===== src/rtl/mem_fetch_ctrl.sv =====
// -----------------------------------------------------------------------------
// mem_fetch_ctrl
//
// Initiator side of the command/data memory handshake. Fetches a 16-bit
// instruction from command memory, reads up to two operands from data memory,
// executes one ALU operation and optionally writes the result back using the
// two-beat write protocol. Only one memory request is outstanding at a time.
//
// Instruction word: op=[15:13] dst=[12:9] srcA=[8:5] srcB=[4:1] wb=[0]
//   op 000 add, 001 sub (carry=borrow), 010 and, 011 or, 100 xor,
//      101 pass A, 110 nop, 111 halt
//
// Ports
//   clk           rising-edge clock
//   rst_n         synchronous active-low reset
//   start         one-cycle pulse; starts at pc=0 from IDLE or HALT
//   give_com      command read strobe, adr = pc
//   give_data     data read strobe, adr = operand address
//   write         write beat 1 marker, adr = destination address
//   adr           request address; carries the result on write beat 2
//   dv            memory response valid (one-cycle pulse)
//   com           instruction word, valid with dv after give_com
//   data          operand, valid with dv after give_data
//   busy          high in every state except IDLE and HALT
//   halted        high in HALT
//   err           sticky dv-timeout flag, cleared by reset or start
//   pc            address of the current instruction
//   result        last computed result
//   carry         carry/borrow of the last add/sub, 0 for other ops
//   result_valid  high for the single EXEC cycle
// -----------------------------------------------------------------------------
module mem_fetch_ctrl #(
    parameter int ADR_W    = 4,
    parameter int DAT_W    = 4,
    parameter int PROG_LEN = 2,
    parameter int TIMEOUT  = 8
) (
    input  logic             clk,
    input  logic             rst_n,
    input  logic             start,
    output logic             give_com,
    output logic             give_data,
    output logic             write,
    output logic [ADR_W-1:0] adr,
    input  logic             dv,
    input  logic [15:0]      com,
    input  logic [DAT_W-1:0] data,
    output logic             busy,
    output logic             halted,
    output logic             err,
    output logic [ADR_W-1:0] pc,
    output logic [DAT_W-1:0] result,
    output logic             carry,
    output logic             result_valid
);

    localparam int CNT_W = $clog2(TIMEOUT + 1);

    localparam logic [2:0] OP_ADD  = 3'b000;
    localparam logic [2:0] OP_SUB  = 3'b001;
    localparam logic [2:0] OP_AND  = 3'b010;
    localparam logic [2:0] OP_OR   = 3'b011;
    localparam logic [2:0] OP_XOR  = 3'b100;
    localparam logic [2:0] OP_PASS = 3'b101;
    localparam logic [2:0] OP_NOP  = 3'b110;
    localparam logic [2:0] OP_HALT = 3'b111;

    typedef enum logic [3:0] {
        S_IDLE,
        S_FETCH_REQ,
        S_FETCH_WAIT,
        S_RDA_REQ,
        S_RDA_WAIT,
        S_RDB_REQ,
        S_RDB_WAIT,
        S_EXEC,
        S_WR_ADR,
        S_WR_DAT,
        S_HALT
    } state_t;

    state_t           r_state;
    state_t           w_next_state;

    logic [15:0]      r_instr;
    logic [DAT_W-1:0] r_a;
    logic [ADR_W-1:0] r_pc;
    logic [DAT_W-1:0] r_result;
    logic             r_carry;
    logic             r_err;
    logic [CNT_W-1:0] r_wait_cnt;

    logic [2:0]       w_op;
    logic [3:0]       w_dst;
    logic [3:0]       w_src_a;
    logic [3:0]       w_src_b;
    logic             w_wb;
    logic             w_com_no_operands;
    logic             w_is_wait;
    logic             w_timeout;
    logic             w_can_start;
    logic [ADR_W-1:0] w_pc_next;
    logic [DAT_W:0]   w_sum;
    logic [DAT_W:0]   w_diff;
    logic [DAT_W-1:0] w_alu_res;
    logic             w_alu_carry;

    assign w_op    = r_instr[15:13];
    assign w_dst   = r_instr[12:9];
    assign w_src_a = r_instr[8:5];
    assign w_src_b = r_instr[4:1];
    assign w_wb    = r_instr[0];

    // nop and halt skip both operand reads; decided from the live word on dv
    assign w_com_no_operands = (com[15:14] == 2'b11);

    assign w_is_wait = (r_state == S_FETCH_WAIT) || (r_state == S_RDA_WAIT) ||
                       (r_state == S_RDB_WAIT);

    // Counter holds the number of dv-less cycles already spent in this WAIT
    assign w_timeout = w_is_wait && !dv && (r_wait_cnt == CNT_W'(TIMEOUT - 1));

    assign w_can_start = start && ((r_state == S_IDLE) || (r_state == S_HALT));

    assign w_pc_next = (r_pc == ADR_W'(PROG_LEN - 1)) ? '0 : r_pc + ADR_W'(1);

    // Operand B is consumed straight from the data bus on its dv cycle, so the
    // result is already registered while the FSM sits in EXEC.
    assign w_sum  = {1'b0, r_a} + {1'b0, data};
    assign w_diff = {1'b0, r_a} - {1'b0, data};

    always_comb begin
        w_alu_res   = '0;
        w_alu_carry = 1'b0;
        case (w_op)
            OP_ADD:  {w_alu_carry, w_alu_res} = w_sum;
            OP_SUB:  {w_alu_carry, w_alu_res} = w_diff;
            OP_AND:  w_alu_res = r_a & data;
            OP_OR:   w_alu_res = r_a | data;
            OP_XOR:  w_alu_res = r_a ^ data;
            OP_PASS: w_alu_res = r_a;
            default: w_alu_res = '0;
        endcase
    end

    // NOTE: state and datapath registers use non-blocking assignments so every
    // flop samples the values from before this edge, independent of block order.
    always_ff @(posedge clk) begin
        if (!rst_n) begin
            r_state <= S_IDLE;
        end else begin
            r_state <= w_next_state;
        end
    end

    // NOTE: every output of this block is given a default before the case, so
    // no path through it leaves a signal unassigned and no latch is inferred.
    always_comb begin
        w_next_state = r_state;
        give_com     = 1'b0;
        give_data    = 1'b0;
        write        = 1'b0;
        adr          = '0;
        result_valid = 1'b0;
        case (r_state)
            S_IDLE: begin
                if (start) w_next_state = S_FETCH_REQ;
            end
            S_FETCH_REQ: begin
                give_com     = 1'b1;
                adr          = r_pc;
                w_next_state = S_FETCH_WAIT;
            end
            S_FETCH_WAIT: begin
                if (dv) begin
                    w_next_state = w_com_no_operands ? S_EXEC : S_RDA_REQ;
                end else if (w_timeout) begin
                    w_next_state = S_HALT;
                end
            end
            S_RDA_REQ: begin
                give_data    = 1'b1;
                adr          = ADR_W'(w_src_a);
                w_next_state = S_RDA_WAIT;
            end
            S_RDA_WAIT: begin
                if (dv)             w_next_state = S_RDB_REQ;
                else if (w_timeout) w_next_state = S_HALT;
            end
            S_RDB_REQ: begin
                give_data    = 1'b1;
                adr          = ADR_W'(w_src_b);
                w_next_state = S_RDB_WAIT;
            end
            S_RDB_WAIT: begin
                if (dv)             w_next_state = S_EXEC;
                else if (w_timeout) w_next_state = S_HALT;
            end
            S_EXEC: begin
                result_valid = 1'b1;
                if (w_op == OP_HALT) begin
                    w_next_state = S_HALT;
                end else if (w_wb && (w_op != OP_NOP)) begin
                    w_next_state = S_WR_ADR;
                end else begin
                    w_next_state = S_FETCH_REQ;
                end
            end
            S_WR_ADR: begin
                write        = 1'b1;
                adr          = ADR_W'(w_dst);
                w_next_state = S_WR_DAT;
            end
            S_WR_DAT: begin
                adr          = ADR_W'(r_result);
                w_next_state = S_FETCH_REQ;
            end
            S_HALT: begin
                if (start) w_next_state = S_FETCH_REQ;
            end
            default: w_next_state = S_IDLE;
        endcase
    end

    always_ff @(posedge clk) begin
        if (!rst_n) begin
            r_instr    <= '0;
            r_a        <= '0;
            r_pc       <= '0;
            r_result   <= '0;
            r_carry    <= 1'b0;
            r_err      <= 1'b0;
            r_wait_cnt <= '0;
        end else begin
            if (w_is_wait && !dv) r_wait_cnt <= r_wait_cnt + CNT_W'(1);
            else                  r_wait_cnt <= '0;

            if (w_timeout)        r_err <= 1'b1;
            else if (w_can_start) r_err <= 1'b0;

            // pc moves only when an instruction completes; halt and timeout keep it
            if (w_can_start) begin
                r_pc <= '0;
            end else if (((r_state == S_EXEC) || (r_state == S_WR_DAT)) &&
                         (w_next_state == S_FETCH_REQ)) begin
                r_pc <= w_pc_next;
            end

            if ((r_state == S_FETCH_WAIT) && dv) r_instr <= com;
            if ((r_state == S_RDA_WAIT) && dv)   r_a     <= data;
            if ((r_state == S_RDB_WAIT) && dv) begin
                r_result <= w_alu_res;
                r_carry  <= w_alu_carry;
            end
        end
    end

    assign busy   = (r_state != S_IDLE) && (r_state != S_HALT);
    assign halted = (r_state == S_HALT);
    assign err    = r_err;
    assign pc     = r_pc;
    assign result = r_result;
    assign carry  = r_carry;

endmodule


===== config.mk =====
export PLATFORM = sky130hd
export DESIGN_NAME = mem_fetch_ctrl
export DESIGN_NICKNAME = d
export VERILOG_FILES = /design/src/rtl/mem_fetch_ctrl.sv
export SDC_FILE = /design/constraint.sdc
export NUM_CORES = 1
export LEC_CHECK = 0
export BUFFER_PORTS_ARGS = -buffer_cell sky130_fd_sc_hd__buf_2
export CAP_MARGIN = 0
export CORE_MARGIN = 3
export CORE_UTILIZATION = 56
export CTS_BUF_LIST = sky130_fd_sc_hd__clkbuf_16
export CTS_CLUSTER_DIAMETER = 60
export DETAILED_ROUTE_END_ITERATION = 6
export PLACE_DENSITY = 0.85
export SETUP_SLACK_MARGIN = 0.05
export SLEW_MARGIN = 20
export SYNTH_ARGS = -nofsm -noshare
export SYNTH_HDL_FRONTEND = slang
export SYNTH_SLANG_ARGS = --single-unit

===== constraint.sdc =====
create_clock -name clk -period 2.3 [get_ports clk]
set_input_delay 0.46 -clock clk [delete_from_list [all_inputs] [get_ports clk]]
set_output_delay 0.46 -clock clk [all_outputs]
set_load 0.01 [all_outputs]

Yosys cells after proc, flatten, opt, wreduce, memory -nomap -nowiden

Index checks and enable logic that the tools add are counted.

Bitwise gates (word level): 4
Reduce and logical (&&, ||, !) cells: 22
Add/subtract/negate cells: 4
Muxes and demuxes: 19
Equality and inequality tests: 22

Operators by type and width:

| cell                | number |
|---|---|
| $pmux 4 s10         | 1 |
| $mux 4              | 8 |
| $pmux 4 s6          | 1 |
| $eq 4x3->1 const B  | 5 |
| $pmux 4 s5          | 1 |
| $eq 4x1->1 const B  | 3 |
| $eq 4x4->1 const B  | 3 |
| $eq 3x3->1 const B  | 3 |
| $logic_and 1x1->1   | 9 |
| $add 4x1->4 const B | 2 |
| $eq 4x2->1 const B  | 2 |
| $eq 3x2->1 const B  | 2 |
| $mux 1              | 6 |
| $reduce_or 2->1     | 3 |
| $add 4x4->5         | 1 |
| $sub 4x4->5         | 1 |
| $and 4x4->4         | 1 |
| $logic_not 4->1     | 1 |
| $logic_or 1x1->1    | 4 |
| $ne 4x4->1 const B  | 1 |
| $or 4x4->4          | 1 |
| $reduce_bool 4->1   | 1 |
| $xor 4x4->4         | 1 |
| $eq 3x1->1 const B  | 1 |
| other kinds (9)     | 9 |

Bits in registers: 38
Word-level logic and storage cells: 79
Output and inout bits: 20
Bits of input ports: 24

Depth between registers and ports, before layout

Depth in word-level cells: 10
Mapped depth: 9
Gate-level depth less buffers: 9

Worst setup path after synthesis

OpenSTA, ideal clock, no wires.

Path type: in2reg
Start point: in data[0]
End point: reg r_result[1] (netlist: result[1])
Setup time: 0.121 ns
Slack: 0.492 ns
Arrival: 1.687 ns
Stages: 7
Path through: ha_1 -> fa_1 -> nor2b_1 -> a211oi_1 -> a211oi_1 -> a31oi_1 -> a21oi_1

Cells in the longest elaborated chain, start to end: 2
Elaborated cells between the ends (all ways): 3
Classes of those cells: add/sub: 2; mux: 1

RTL lines:

| what                                              | line     | RTL |
|---|---|---|
| from (decl)                                       | 47       | `input logic [DAT_W-1:0] data,` |
| $sub 4x4->5 / $add 4x4->5 (equally long branches) | 130, 129 |  |
| $pmux 4 s6 (*)                                    | 135      | `case (w_op)` |
| to (signal assigned)                              | 252      | `r_result <= w_alu_res;` |
| to (decl)                                         | 88       | `logic [DAT_W-1:0] r_result;` |

Every way passes the cells marked *; elsewhere a longest branch is shown, timed or not.
A chain may end at the register's enable or synchronous reset.

Final worst setup path

Start point: reg r_state[3]
End point: out adr[2]

Cells in the longest elaborated chain, start to end: 2
Elaborated cells between the ends (all ways): 6
Classes of those cells: eq/ne: 5; mux: 1

RTL lines:

| what                               | line | RTL |
|---|---|---|
| from (decl)                        | 82   | `state_t r_state;` |
| from (signal assigned)             | 152  | `r_state <= w_next_state;` |
| $eq 4x4->1 (tied with other cells) | 165  | `case (r_state)` |
| $pmux 4 s5 (*)                     | 165  |  |
| to (decl)                          | 44   | `output logic [ADR_W-1:0] adr,` |

Marked as above.

==> results.py <==
metrics = {
    "route": {
        "antenna_left": 0,
        "dr.pass1.iters": 5,
        "finalWirelength_mm": 6.109,
        "drc_errors": 0,
        "routed_via_density": 5.937,
        "post_drt_wl_per_cell_um": 15.31,
        "drtIter0Drc": 329,
        "dr_total_vias": 2369,
    },
    "placed_design": {
        "placed_area_sq_mm": 0.002695,
        "hpwl_mm": 4.274,
        "dp_cells": 391,
        "port-buffer-count": 43,
        "gp_congestion": 0.8590,
    },
    "logic_synthesis": {
        "yosysSeqAreaShare": 0.3120,
        "syn_inst": 308,
        "ys_warn_count": 0,
        "avgSynthCellArea_sq_um": 7.917,
        "synth_area_sq_mm": 0.002439,
        "ys_async_sr_fraction": 0,
        "synth.top_cell.area_share": 0.3120,
        "synthTopCellsByArea": "dfxtp_1 (31%), nand2_1 (7.2%), ha_1 (6.7%), a21boi_0 (4.9%), mux2i_1 (4.1%)",
        "ys_ff_latch": 38,
        "synth.top_cells.by_count": "nand2_1 (47), dfxtp_1 (38), nor2_1 (23)",
        "synth_edf_count": 0,
        "synth_nets": 347,
        "synth_top_flop_cell": "dfxtp_1",
        "ys_types": 55,
        "post-synth-top-count-cell": "nand2_1",
        "synthDominantAreaCellType": "dfxtp_1",
    },
    "cts": {
        "cts_buffers": 5,
        "cts_setup_buffers": 0,
        "clkTransAtPathRegs_ns": 0.06,
        "cts_tree": "built",
        "cts_root_buf": "clkbuf_16",
        "clk_latency_ns": 0.28,
        "clock-sinks": 38,
        "clock_path_buffers": 2,
        "htreeDepth": 2,
    },
    "floorplan": {
        "dieArea_sq_mm": 0.005183,
        "die_h_um": 71.99,
        "ioPinCount": 44,
        "num_rows": 23,
        "core_area_sq_mm": 0.004086,
        "die_x_um": 71.99,
        "start_util": 0.5968,
    },
    "sta": {
        "max_freq_mhz": 475.5,
        "relSlewSlack": 0.5991,
        "final.setup.tns_ns": 0,
        "final-max-slew-violation-count": 0,
        "rsz0062_at_grt": "false",
        "setup_viol": 0,
        "fin_worst_skew_ns": 0.003905,
        "tightestPinTransition_ns": 0.6013,
        "period_needed_ns": 2.103,
        "period_share": 0.9144,
        "final_hold_viol_count": 0,
    },
    "worst_setup_path": {
        "arrival_ns": 1.64,
        "start_kind": "flop",
        "crit_required_ns": 1.84,
        "slowest_delay_ns": 0.45,
        "worstSetupPathType": "flop to output port",
        "path_cells": "nand2b_1 -> nor2_1 -> a32oi_1 -> o22ai_1 -> buf_2",
        "cpMaxStageDelayCell": "dfxtp_4",
        "cp_max_fo": 12,
        "worstSetupEndpointType": "output port",
    },
    "global_routing": {
        "antenna_found_initial": 0,
        "grt_pass1_wl_mm": 10.14,
        "track_usage": 0.2456,
        "grt_overflow": 0,
        "grt_pass1_vias": 2179,
        "grt_max_degree": 33,
    },
    "layout": {
        "area_delta_synth_final_pct": 17.91,
        "drive_above_1_share": 0.2178,
        "antennaDiodeCount": 0,
        "post-route-util": 0.7036,
        "instances_no_fill": 399,
        "stdcell_area_sq_mm": 0.002875,
        "fin_nets": 387,
    },
    "flow_run": {
        "maxCapViolCount": 0,
    },
    "run_status": {
        "status": "finished, final reports clean",
    },
    "power_and_ir_drop": {
        "pwr_density_cell_mw_per_mm2": 590.1,
        "p_leak_nw": 1.187,
        "peakVddDrop_v": 0.0004653,
    },
    "worst_hold_path": {
        "min_path_type": "input pin to flop",
    },
}
## state kept, by name (all words and copies together), names as in the netlist
name and count:
carry 1, err 1, pc 4, r_a 4, r_instr 16, r_state 4
r_wait_cnt 4, result 4
## critical path: cells and delay by family, from the launching register on
family / cells / cell delay, ns
DFF: 1 / 0.45
AOI/OAI and AO/OA: 2 / 0.40
and+or+nand+nor: 2 / 0.33
buffers and inverters: 1 / 0.18
## cell type report
class                           instances  area [sq um]
Multi-Input combinational cell        234          1523
Fill cell                             313          1211
Sequential cell                        38         765.7
Timing Repair Buffer                   54         297.8
Clock buffer                            5         125.1
Tap cell                               50         62.56
Inverter                               15         56.30
Clock inverter                          3         45.04
## final timing paths
| check | startpoint | endpoint | slack (ns) | cells after the start |
|---|---|---|---|---|
| worst min register to register | r_wait_cnt[0]$_SDFF_PN0_ | r_wait_cnt[0]$_SDFF_PN0_ | 0.45 | 1 |
| worst max-delay path | r_state[3]$_SDFF_PN0_ | adr[2] | 0.20 | 5 |
| worst min-delay path | com[7] | r_instr[7]$_SDFFE_PN0P_ | 0.42 | 3 |
| worst max register to register | r_a[0]$_SDFFE_PN0P_ | result[1]$_SDFFE_PN0P_ | 0.43 | 7 |
## metal layers
layer	share of wire	vias up	track usage
li1	-	1147	-
met1	0.43	1088	0.3213
met2	0.48	116	0.3980
met3	0.072	18	0.04848
met4	0.023	0	0.09812
met5	0	-	0
## logic make-up after synthesis
logic type,count (synthesis),share of synthesized area
buffers and inverters,36,0.06567
adders and majority gates,15,0.08312
DFF,38,0.3120
muxes,11,0.04567
xor gates and xnor gates,6,0.02155
and+or+nand+nor,122,0.2530
AOI/OAI and AO/OA,80,0.2191
## what timing repair did
item,CTS,global route
resized for setup,2,3
hold buffers,0,0
setup endpoints to repair,3,1
## power breakdown
group          switching, W  total (W)  internal, W
clock network      0.000286   0.000797     0.000511
logic              0.000115   0.000201    0.0000856
registers         0.0000262   0.000699     0.000672
## cell usage in the layout, fill, tap and decap left out, types with 2 or more instances in the layout
master / count
buf_2: 43
dfxtp_1: 36
inv_1: 15
nor3_1: 4
nor2b_2: 2
nand2b_1: 6
nor2_1: 23
nand4_1: 3
nor3b_1: 3
a21oi_1: 19
o22a_1: 2
nor4_1: 2
clkinvlp_4: 2
and3_1: 3
nor2b_1: 11
a31oi_1: 6
xor2_1: 4
o21ai_0: 14
a32oi_1: 4
buf_4: 11
a21o_1: 2
nand2_1: 47
o22ai_1: 5
a21boi_0: 16
mux2i_1: 10
fa_1: 2
xnor2_1: 2
clkbuf_16: 5
ha_1: 13
a211oi_1: 2
nand3_1: 6
## metrics by stage
step | setup slack (ns) | power [W] | hold slack (ns)
floorplan | 0.4920 | 0.0008395 | 0.4176
global placement | 0.2827 | 0.0008997 | 0.4330
detailed placement | 0.2001 | 0.0009072 | 0.4416
CTS | 0.1810 | 0.001707 | 0.4207
global route | 0.1067 | 0.001758 | 0.4369
finish | 0.1970 | 0.001697 | 0.4232
Note: power is estimated with default switching activity, not from simulation.
